### src/rtl/fft_lane_sequencer.sv
// Serialises an 8-lane complex sample group into single-sample output beats,
// in natural or bit-reversed lane order chosen per group.
`timescale 1ns/1ps
module fft_lane_sequencer #(
  parameter int unsigned width       = 48,
  parameter int unsigned width_group = 8 * width
) (
  input  logic                   clk,
  input  logic                   rst,
  input  logic                   in_valid,
  output logic                   in_ready,
  input  logic [width_group-1:0] in_group,
  input  logic                   in_bitrev,
  output logic                   out_valid,
  input  logic                   out_ready,
  output logic [width-1:0]       out_data,
  output logic                   out_last,
  output logic [2:0]             sel0,
  output logic                   busy
);

  typedef enum logic [0:0] {StIdle, StShift} state_e;

  state_e                 state_q, state_d;
  logic [2:0]             cnt_q, cnt_d;
  logic [width_group-1:0] group_q, group_d;
  logic                   bitrev_q, bitrev_d;
  logic                   load;
  logic                   shift;
  logic [2:0]             sel;
  logic [width-1:0]       lanes [8];

  for (genvar k = 0; k < 8; k++) begin : gen_lanes
    assign lanes[k] = group_q[k*width +: width];
  end

  always_ff @(posedge clk) begin
    if (rst) begin
      state_q  <= StIdle;
      cnt_q    <= '0;
      group_q  <= '0;
      bitrev_q <= 1'b0;
    end else begin
      state_q  <= state_d;
      cnt_q    <= cnt_d;
      group_q  <= group_d;
      bitrev_q <= bitrev_d;
    end
  end

  always_comb begin
    state_d  = state_q;
    cnt_d    = cnt_q;
    group_d  = group_q;
    bitrev_d = bitrev_q;
    load     = 1'b0;
    unique case (state_q)
      StIdle: begin
        if (in_valid) begin
          load    = 1'b1;
          state_d = StShift;
        end
      end
      StShift: begin
        if (out_ready) begin
          if (cnt_q != 3'd7) begin
            cnt_d = cnt_q + 3'd1;
          end else if (in_valid) begin
            // Reload on the final beat keeps the stream bubble-free.
            load = 1'b1;
          end else begin
            state_d = StIdle;
            cnt_d   = '0;
          end
        end
      end
      default: state_d = StIdle;
    endcase
    if (load) begin
      group_d  = in_group;
      bitrev_d = in_bitrev;
      cnt_d    = '0;
    end
  end

  always_comb begin
    shift     = (state_q == StShift);
    busy      = shift;
    out_valid = shift;
    in_ready  = !shift || ((cnt_q == 3'd7) && out_ready);
    out_last  = shift && (cnt_q == 3'd7);
    sel       = '0;
    if (shift) begin
      sel = bitrev_q ? {cnt_q[0], cnt_q[1], cnt_q[2]} : cnt_q;
    end
    sel0     = sel;
    out_data = shift ? lanes[sel] : '0;
  end

endmodule

### config.mk
export PLATFORM = sky130hd
export DESIGN_NAME = fft_lane_sequencer
export DESIGN_NICKNAME = d
export VERILOG_FILES = /design/src/rtl/fft_lane_sequencer.sv
export SDC_FILE = /design/constraint.sdc
export NUM_CORES = 1
export LEC_CHECK = 0
export CAP_MARGIN = 10
export CORE_UTILIZATION = 48
export DETAILED_ROUTE_END_ITERATION = 10
export PLACE_DENSITY = 0.8
export SLEW_MARGIN = 25
export SYNTH_ARGS = -nofsm -noshare
export SYNTH_HDL_FRONTEND = slang
export SYNTH_SLANG_ARGS = --single-unit
### constraint.sdc
create_clock -name clk -period 2.4 [get_ports clk]
set_input_delay 0.24 -clock clk [delete_from_list [all_inputs] [get_ports clk]]
set_output_delay 0.24 -clock clk [all_outputs]
set_load 0.01 [all_outputs]
==> results by group <==
Global route
  – Via count of the first global-routing pass: 14674
  – Initial antenna violation count: 10
  – Combined global-route utilization of all metal layers: 0.304
  – Global-route wire length before repair: 79.9 mm
  – GRT Residual Overflow: 0
  – Maximum number of pins on one net before global-route repair: 134

Critical path
  – Crit. End Element: primary output
  – Largest fanout on the critical path: 7
  – Critical R2R Launch: cnt_q[0]$_SDFFE_PP0P_
  – Internal reg-to-reg setup slack: 0.24 ns
  – Number of cells on the worst reg-to-reg path: 9
  – Crit Path Category: flip-flop to primary output
  – Worst path required time: 2.16 ns
  – Kind of start point of the critical path: flip-flop
  – Reg-to-Reg End: group_q[61]$_SDFFE_PP0P_
  – CP Data Arrival Time: 2.44 ns

Die
  – Core footprint: 32800 um^2
  – DIE HEIGHT: 185 um
  – Ports: 444
  – Placement Rows: 66
  – Initial Utilization: 0.491
  – Chip width: 185 um
  – Full die area: 34300 um^2

Route
  – Via total after detailed routing: 15284
  – Via density: 5.56
  – Routed length per instance: 19.4 um
  – Wire length after detailed routing: 53.2 mm
  – Drt first pass iters: 5
  – Starting DRC count in detailed routing: 1516
  – Antenna viol nets, final: 0
  – Remaining DRCs: 0

Clock network
  – Insertion delay of the later-clocked pin in the worst-skew pair: 0.52 ns
  – Number of buffers inserted during clock tree synthesis: 40
  – Worst-path clk slew: 0.06 ns
  – Number of hold buffers added after cts: 0
  – H-Tree Depth: 2
  – Largest buffer count on any clock path: 3
  – Clock root buffer: clkbuf_16
  – TritonCTS clock tree: yes
  – Clock sink count: 389

Cells and area
  – Non-filler instance count after layout: 2747
  – Post-route core utilization: 0.693
  – Area growth, synth to finish: 41.2%
  – Layout cells sized above 1: 0.128
  – Layout net count: 2657
  – Number of inserted filler cells in the final layout: 2455

Worst hold path
  – Hold Path Class: input port to flip-flop
  – Worst hold path stage count: 2
  – Sink of the worst hold path: group_q[301]$_SDFFE_PP0P_
  – Worst hold start: rst

Power
  – Post-layout power: 15600 uW
  – Worst voltage drop across the vdd grid: 0.429 mV
  – Static leakage: 0.00854 uW
  – Pwr per Cell Area: 687 nW/um^2

Timing
  – Post-layout min period: 2.68 ns
  – Skew final: 0.0206 ns
  – RSZ-0062 raised after global routing: true
  – Fin worst setup slack: -0.278 ns
  – Transition time of the tightest slew-check pin: 0.616 ns
  – Setup violators final: 48
  – Maximum achievable frequency: 373 MHz
  – Relative slew slack: 0.590
  – Final Hold Fails: 0
  – Final period utilization: 1.12
  – Max-slew violation count: 0

Logic synthesis
  – Total number of yosys warnings: 0
  – Share of the yosys chip area belonging to registers: 0.484
  – Post-synthesis cell count: 1873
  – Avg Synthesized Cell Area: 8.59 um^2
  – Net Count, Synth: 2264
  – Flop and latch count out of synthesis: 389
  – Number of distinct library cell variants in the gate-level netlist after synthesis: 21
  – Post-Syn Area: 16100 um^2

Run status
  – Violated checks: negative setup slack
  – Status: finished with violations

Place
  – Hpwl dp: 37.1 mm
  – Final weighted congestion in routability-driven placement: 0.961
  – Inst Count DP: 2646
  – Quantity of I/O buffers inserted on ports: 443

Job
  – Max-cap violations: 0
==> metrics by stage <==
stage	hold slack [ns]	cell area (um^2)	setup slack, ns	setup TNS (ns)
2_1_floorplan	0.369	16100	0.347	0
3_3_place_gp	0.438	21100	-0.119	-2.90
3_5_place_dp	0.445	21100	-0.152	-3.61
4_1_cts	0.167	22700	-0.303	-11.40
5_1_grt	0.205	22700	-0.331	-12.95
6_report	0.165	22700	-0.278	-10.27
==> kinds of logic (layout without fill, tap and decap cells) <==
logic type	Yosys count	after routing	share of synthesized area
adders and majority gates	2	2	0.00155
muxes	101	101	0.138
AOI/OAI and AO/OA	436	436	0.147
buffers and inverters	162	585	0.0455
and+or+nand+nor	783	783	0.184
DFF	389	389	0.484
other	0	9	0
==> cells in the mapped netlist (all sizes together) <==
cell type  number  area [um^2]
nor3            3         15.0
a21oi         387         1940
mux2i           4         40.0
ha              2         25.0
inv             3         11.3
a21bo           1         10.0
a22o           48          420
mux4           96         2160
and2            3         18.8
dfxtp         389         7790
nor2b           2         12.5
clkbuf         77          289
nand2         774         2910
mux2            1         15.0
buf            82          432
nor2            1         3.75
==> cell usage in the layout, fill, tap and decap left out, types with 2 or more instances in the layout <==
cell type,count
dfxtp_2,3
clkbuf_1,5
a22o_1,48
bufinv_16,6
dfxtp_1,386
buf_6,18
diode_2,9
dlygate4sd2_1,2
clkdlybuf4s50_1,391
buf_12,35
nand2_1,771
buf_4,26
buf_2,32
nor3_1,3
clkinv_2,10
a21oi_1,387
clkbuf_8,7
mux2i_1,4
mux4_2,96
clkinvlp_4,3
clkbuf_16,41
bufbuf_16,2
==> flip-flops by register name, summed over array words and instances (netlist names) <==
register  flops
bitrev_q      1
group_q     384
busy          1
cnt_q         3
==> per-layer routing <==
| layer | routed length, um | up-vias | track usage |
|---|---|---|---|
| met5 | 13 | - | 0 |
| met4 | 2290 | 2 | 0.140 |
| met3 | 4610 | 152 | 0.0525 |
| met2 | 25100 | 832 | 0.493 |
| met1 | 21200 | 7195 | 0.395 |
| li1 | - | 7103 | - |
==> critical path: stages, from the launching register on <==
cell and delay (ns):
dfxtp_2 0.33, mux2_4 0.33, nand2_8 0.11, inv_12 0.07
buf_12 0.14, buf_12 0.14, mux4_2 0.42, a22o_1 0.24
buf_6 0.13
==> worst max-delay path by stage <==
stage | endpoint | slack (ns) | start | depth (start not counted)
finish | out_data[3] | -0.28 | bitrev_q$_SDFFE_PP0P_ | 8
global route | out_data[33] | -0.33 | bitrev_q$_SDFFE_PP0P_ | 7
CTS | out_data[18] | -0.30 | bitrev_q$_SDFFE_PP0P_ | 7
detailed placement | out_data[2] | -0.15 | cnt_q[2]$_SDFFE_PP0P_ | 7
global placement | out_data[2] | -0.12 | cnt_q[2]$_SDFFE_PP0P_ | 7
floorplan | out_data[0] | 0.35 | busy$_SDFF_PP0_ | 6
==> power breakdown <==
part | switching [uW] | internal [uW] | leakage [uW]
Clock | 2560 | 4000 | 0.000686
Combinational | 916 | 1090 | 0.00466
Sequential | 224 | 6830 | 0.00319
==> layout make-up <==
cell class / count / area [um^2] / share of cell area
Timing Repair Buffer: 509 / 5310 / 0.234
Timing Repair inverter: 1 / 11.3 / 0.000496
Sequential cell: 389 / 7790 / 0.343
Clock buffer: 53 / 1140 / 0.0502
Tap cell: 442 / 553 / 0.0243
Antenna cell: 9 / 22.5 / 0.000991
Clock inverter: 19 / 256 / 0.0113
Inverter: 3 / 25.0 / 0.00110
Multi-Input combinational cell: 1322 / 7600 / 0.335
==> repair_timing <==
item,CTS,global route
setup endpoints to repair,50,51
pin swaps,39,10
setup buffers,10,6
resized for setup,224,11
cloned,6,0
(Power assumes the default switching activity.)
